[config.mk]
export PLATFORM = sky130hd
export DESIGN_NAME = control_sequencer
export DESIGN_NICKNAME = d
export VERILOG_FILES = /design/src/rtl/control_sequencer.sv
export SDC_FILE = /design/constraint.sdc
export NUM_CORES = 1
export LEC_CHECK = 0
export CORE_ASPECT_RATIO = 1.75
export CORE_MARGIN = 4
export CORE_UTILIZATION = 39
export CTS_BUF_LIST = sky130_fd_sc_hd__clkbuf_8
export DETAILED_ROUTE_END_ITERATION = 12
export PLACE_DENSITY = 0.91
export SLEW_MARGIN = 0
export SYNTH_ARGS = -nofsm -noshare
export SYNTH_HDL_FRONTEND = slang
export SYNTH_SLANG_ARGS = --single-unit
[constraint.sdc]
create_clock -name clock -period 3.6 [get_ports clock]
set_input_delay 0.36 -clock clock [delete_from_list [all_inputs] [get_ports clock]]
set_output_delay 0.36 -clock clock [all_outputs]
set_load 0.02 [all_outputs]
[src/rtl/control_sequencer.sv]
// Multi-cycle fetch/decode/execute control unit for the shared-bus datapath.
// Strobes are decoded from the state register and the latched opcode.
module control_sequencer #(
  parameter int DATA_W = 32
) (
  input  logic              clock,
  input  logic              reset,
  input  logic [DATA_W-1:0] ir_value,
  input  logic              con_ff,
  input  logic              mem_ready,
  output logic              pc_out,
  output logic              mar_in,
  output logic              inc_pc,
  output logic              z_in,
  output logic              zlow_out,
  output logic              pc_in,
  output logic              read,
  output logic              write,
  output logic              mdr_in,
  output logic              mdr_out,
  output logic              ir_in,
  output logic              y_in,
  output logic              gra,
  output logic              grb,
  output logic              grc,
  output logic              r_in,
  output logic              r_out,
  output logic              ba_out,
  output logic              c_out,
  output logic              con_in,
  output logic [3:0]        alu_op,
  output logic              run,
  output logic              illegal
);

  typedef enum logic [3:0] {
    S_RST, S_T0, S_T1, S_T1W, S_T2, S_T3, S_T4, S_T5, S_T6, S_T7, S_HALT
  } state_t;

  localparam logic [4:0] OP_LD   = 5'b00000;
  localparam logic [4:0] OP_ST   = 5'b00010;
  localparam logic [4:0] OP_ADD  = 5'b00011;
  localparam logic [4:0] OP_SUB  = 5'b00100;
  localparam logic [4:0] OP_AND  = 5'b00101;
  localparam logic [4:0] OP_OR   = 5'b00110;
  localparam logic [4:0] OP_ADDI = 5'b01100;
  localparam logic [4:0] OP_BR   = 5'b10010;
  localparam logic [4:0] OP_NOP  = 5'b11010;
  localparam logic [4:0] OP_HALT = 5'b11011;

  state_t     r_state;
  state_t     w_next;
  logic       r_illegal;
  logic [4:0] w_opcode;
  logic       w_rtype;
  logic       w_mem;
  logic       w_legal;

  assign w_opcode = ir_value[DATA_W-1 -: 5];
  assign w_rtype  = (w_opcode == OP_ADD) || (w_opcode == OP_SUB) ||
                    (w_opcode == OP_AND) || (w_opcode == OP_OR);
  assign w_mem    = (w_opcode == OP_LD) || (w_opcode == OP_ST);
  assign w_legal  = w_rtype || w_mem || (w_opcode == OP_ADDI) || (w_opcode == OP_BR) ||
                    (w_opcode == OP_NOP) || (w_opcode == OP_HALT);
  assign illegal  = r_illegal;

  function automatic logic [3:0] alu_sel(input logic [4:0] op);
    case (op)
      OP_SUB:  alu_sel = 4'd1;
      OP_AND:  alu_sel = 4'd2;
      OP_OR:   alu_sel = 4'd3;
      default: alu_sel = 4'd0;
    endcase
  endfunction

  always_ff @(posedge clock or posedge reset) begin
    if (reset) begin
      r_state   <= S_RST;
      r_illegal <= 1'b0;
    end else begin
      r_state <= w_next;
      // Sticky: only reset clears it, HALT never revisits T3.
      if (r_state == S_T3 && !w_legal) r_illegal <= 1'b1;
    end
  end

  always_comb begin
    w_next   = r_state;
    pc_out   = 1'b0; mar_in  = 1'b0; inc_pc = 1'b0; z_in   = 1'b0;
    zlow_out = 1'b0; pc_in   = 1'b0; read   = 1'b0; write  = 1'b0;
    mdr_in   = 1'b0; mdr_out = 1'b0; ir_in  = 1'b0; y_in   = 1'b0;
    gra      = 1'b0; grb     = 1'b0; grc    = 1'b0; r_in   = 1'b0;
    r_out    = 1'b0; ba_out  = 1'b0; c_out  = 1'b0; con_in = 1'b0;
    alu_op   = 4'd0;
    run      = (r_state != S_RST) && (r_state != S_HALT);
    case (r_state)
      S_RST: w_next = S_T0;
      S_T0: begin
        pc_out = 1'b1; mar_in = 1'b1; inc_pc = 1'b1; z_in = 1'b1;
        w_next = S_T1;
      end
      S_T1: begin
        zlow_out = 1'b1; pc_in = 1'b1; read = 1'b1; mdr_in = 1'b1;
        w_next = mem_ready ? S_T2 : S_T1W;
      end
      S_T1W: begin
        read = 1'b1; mdr_in = 1'b1;
        w_next = mem_ready ? S_T2 : S_T1W;
      end
      S_T2: begin
        mdr_out = 1'b1; ir_in = 1'b1;
        w_next = S_T3;
      end
      S_T3: begin
        w_next = S_T4;
        if (w_rtype || w_opcode == OP_ADDI) begin
          grb = 1'b1; r_out = 1'b1; y_in = 1'b1;
        end else if (w_mem) begin
          grb = 1'b1; ba_out = 1'b1; y_in = 1'b1;
        end else if (w_opcode == OP_BR) begin
          gra = 1'b1; r_out = 1'b1; con_in = 1'b1;
        end else if (w_opcode == OP_NOP) begin
          w_next = S_T0;
        end else begin
          w_next = S_HALT;
        end
      end
      S_T4: begin
        w_next = S_T5;
        if (w_rtype) begin
          grc = 1'b1; r_out = 1'b1; z_in = 1'b1; alu_op = alu_sel(w_opcode);
        end else if (w_mem || w_opcode == OP_ADDI) begin
          c_out = 1'b1; z_in = 1'b1;
        end else if (w_opcode == OP_BR) begin
          pc_out = 1'b1; y_in = 1'b1;
        end else begin
          w_next = S_T0;
        end
      end
      S_T5: begin
        w_next = S_T0;
        if (w_rtype || w_opcode == OP_ADDI) begin
          zlow_out = 1'b1; gra = 1'b1; r_in = 1'b1;
        end else if (w_mem) begin
          zlow_out = 1'b1; mar_in = 1'b1; w_next = S_T6;
        end else if (w_opcode == OP_BR) begin
          c_out = 1'b1; z_in = 1'b1; w_next = S_T6;
        end
      end
      S_T6: begin
        w_next = S_T0;
        if (w_opcode == OP_LD) begin
          read = 1'b1; mdr_in = 1'b1;
          w_next = mem_ready ? S_T7 : S_T6;
        end else if (w_opcode == OP_ST) begin
          gra = 1'b1; r_out = 1'b1; mdr_in = 1'b1; w_next = S_T7;
        end else if (w_opcode == OP_BR) begin
          zlow_out = 1'b1; pc_in = con_ff;
        end
      end
      S_T7: begin
        w_next = S_T0;
        if (w_opcode == OP_LD) begin
          mdr_out = 1'b1; gra = 1'b1; r_in = 1'b1;
        end else if (w_opcode == OP_ST) begin
          write = 1'b1;
          w_next = mem_ready ? S_T0 : S_T7;
        end
      end
      S_HALT: w_next = S_HALT;
      default: w_next = S_RST;
    endcase
  end

endmodule

==> results.py <==
metrics = {
    "synthesis": {
        "synth_edf_count": 0,
        "synthMuxAreaShare": 0,
        "synth_top_area_frac": 0.1385,
        "synthSimpleGateAreaFrac": 0.4003,
        "yosys_warnings": 0,
        "async_flop_share": 1.000,
        "synthFlopType": "dfrtp_1",
        "yosysSeqAreaShare": 0.1385,
        "synthTopCellsByArea": "dfrtp_1, nor2_1, nand2b_1",
        "yosysTopAreaCell": "dfrtp_1",
        "synth_common_cells": "nor2_1, nand2_1, clkbuf_1, o21ai_0",
        "synth_top_family_by_area": "simple AND/OR/NAND/NOR gates",
        "ys_types": 48,
        "synth_area_per_cell_um2": 6.594,
        "netlist_area_um2": 903.4,
        "synth_cells": 137,
        "synth_fa_ha_area_frac": 0,
        "synthMostInstantiatedCell": "nor2_1",
        "synth_compound_area_frac": 0.3296,
        "synth_xor_area_frac": 0.02909,
        "ys_ff_latch": 5,
    },
    "clocking": {
        "cts_hold_buf": 0,
        "cts_sinks": 5,
        "clockBufferDepth": 2,
        "clkLatencyLatePin_ns": 0.23,
        "cts-root-buf": "clkbuf_8",
        "htree_num_levels": 1,
        "cts_tree": "done",
        "cts_resized": 0,
        "post_cts_buffers": 0,
        "cts_made_buffers": 3,
        "path_clk_slew_ns": 0.04,
    },
    "routing": {
        "first_pass_iters": 4,
        "routed_wl_um": 2959,
        "vias": 1177,
        "drt_iter0_drc": 98,
        "wl_per_cell_um": 15.57,
        "drt-vias-per-instance": 6.195,
        "drc": 0,
        "drtAntennaViolNets": 0,
    },
    "floorplan": {
        "fp-row-count": 22,
        "die_h_um": 71.67,
        "die_w_um": 44.38,
        "io_pins": 62,
        "dieArea_um2": 3180,
        "coreArea_um2": 2147,
        "start_util": 0.4207,
    },
    "critical_path": {
        "cp-startpoint": "ir_value[28]",
        "end_kind": "output port",
        "crit_top_cell": "clkdlybuf4s50_1",
        "reg2reg_slack_ns": 1.92,
        "startpoint_type": "primary input",
        "endpoint": "pc_in",
        "max_stage_delay_ns": 0.76,
        "rr_startpoint": "r_state[0]",
        "worstReg2RegEnd": "r_state[1]",
        "r2r.worst_path.cells": 5,
        "worstPathArrival_ns": 2.73,
        "crit_required_ns": 3.24,
        "path_cells": "clkdlybuf4s50_1 > nor2b_1 > and3_1 > nand4_1 > a21boi_0 > clkdlybuf4s50_1",
        "worstPathMaxFanout": 13,
        "slowest_stage": "clkdlybuf4s50_1",
        "crit_type": "in -> out",
    },
    "timing": {
        "worst_slack_ns": 0.5084,
        "fin_skew_ns": 0.0004761,
        "rsz0062_at_grt": "no",
        "clock.fmax_mhz": 323.5,
        "period_needed_ns": 3.092,
        "drv_slew": 0,
        "min_period_over_period": 0.8588,
        "setup_tns_ns": 0,
        "setup_violations": 0,
        "hold_viol": 0,
    },
    "power_and_ir_drop": {
        "pwr-share-clk": 0.128,
        "power-per-cell-area_nw_per_um2": 651.0,
        "irDropWorstVdd_mv": 0.2340,
        "power_frac_comb": 0.684,
        "leakage_nw": 0.4626,
        "power.total_mw": 0.8300,
        "swShare": 0.5071,
        "p_sw_mw": 0.4208,
        "power_frac_seq": 0.188,
        "p_int_mw": 0.4091,
    },
    "run_status": {
        "outcome": "complete, no violations",
    },
    "cells_and_area": {
        "num-fill-cells": 206,
        "layout.nets": 203,
        "fin_cells": 190,
        "area_growth_syn_to_layout_pct": 41.14,
        "final_area_um2": 1275,
        "diodes": 0,
        "drive_gt1_frac": 0.08434,
    },
    "grt": {
        "grt_overflow": 0,
        "grtUsageTotal": 0.1989,
        "grt_max_degree": 17,
        "antenna_found_initial": 0,
        "grt_pass1_wl_um": 5002,
        "grt_pass1_vias": 1175,
    },
    "hold_path": {
        "worstHoldPathType": "in -> async",
    },
    "placed_design": {
        "place_area_um2": 1229,
        "pre_cts_slack_ns": 0.5359,
        "dp_hpwl_um": 2297,
        "dp_cells": 186,
        "portBuffers": 32,
        "gp_congestion": 0.8885,
    },
    "flow_run": {
        "max_cap_violations": 0,
    },
}
## power groups by stage
stage	combinational [mW]	clock, mW	sequential [mW]
floorplan	0.395	0	0.105
global placement	0.551	0	0.152
detailed placement	0.560	0	0.153
CTS	0.562	0.107	0.153
global route	0.611	0.113	0.163
finish	0.568	0.106	0.156
## metal layers
metal	part of all wire	routed length, um	vias to the layer above	global-route usage
li1	-	-	559	-
met1	0.36	1056	549	0.2184
met2	0.55	1636	65	0.3539
met3	0.079	235	4	0.02513
met4	0.010	31	0	0.1040
met5	0	0	-	0
## critical path, delay by kind of cell
family / cells / cell delay, ns
compound gates: 1 / 0.21
buf+inv: 2 / 1.39
simple gates: 3 / 0.77
## registers in the layout, summed over array words and instances (netlist names)
name and cells:
illegal 1, r_state 4
## worst min-delay path by stage
stage | end | depth (start not counted) | slack [ns] | start
final | r_state[0] | 2 | 0.33 | reset
after global routing | illegal | 2 | 0.37 | reset
after CTS | r_state[3] | 2 | 0.33 | reset
after detailed placement | illegal | 1 | 0.48 | illegal
after global placement | illegal | 1 | 0.46 | illegal
after floorplan | illegal | 1 | 0.14 | reset
## stage by stage
stage               hold WS [ns]  utilization
floorplan                 0.1385            -
global route              0.3705       0.5938
finish                    0.3269       0.5938
CTS                       0.3294       0.5938
detailed placement        0.4759       0.5723
global placement          0.4605       0.5723
## cells in the final DEF (no fill, tap or decap), types with 2 or more instances in the layout
cell type        instances
clkdlybuf4s50_1         32
nor2_1                  18
nand2_1                  9
o21ai_0                  7
inv_1                    6
nor2b_1                  6
nand2b_1                 6
nor3_1                   6
a21oi_1                  5
dfrtp_1                  5
buf_4                    5
nand3_1                  4
a31oi_1                  4
a211oi_1                 3
o22ai_1                  3
nor3b_1                  3
clkbuf_8                 3
nand3b_1                 2
xor2_1                   2
a21o_1                   2
and3_1                   2
a32oi_1                  2
nand4_1                  2
nor4_1                   2
or3_1                    2
o31ai_1                  2
a221o_1                  2
conb_1                   2
## kinds of logic (layout without fill, tap and decap cells)
kind of cell           after synthesis  count (layout)
AO/OA/AOI/OAI                       42              42
buffers and inverters               19              47
XOR/XNOR                             3               3
AND/OR/NAND/NOR                     67              67
flip-flops                           5               5
other                                1               2
## final cells by class
cell class | count | area, um^2 | area share
multi-input cells | 114 | 693.2 | 0.5437
repair buffers | 37 | 357.8 | 0.2807
flip-flops and latches | 5 | 125.1 | 0.09814
clock buffers | 3 | 41.29 | 0.03238
well taps | 24 | 30.03 | 0.02355
inverters | 6 | 22.52 | 0.01766
clock inverters | 1 | 5.005 | 0.003925
Power figures use the tool's default switching activity.
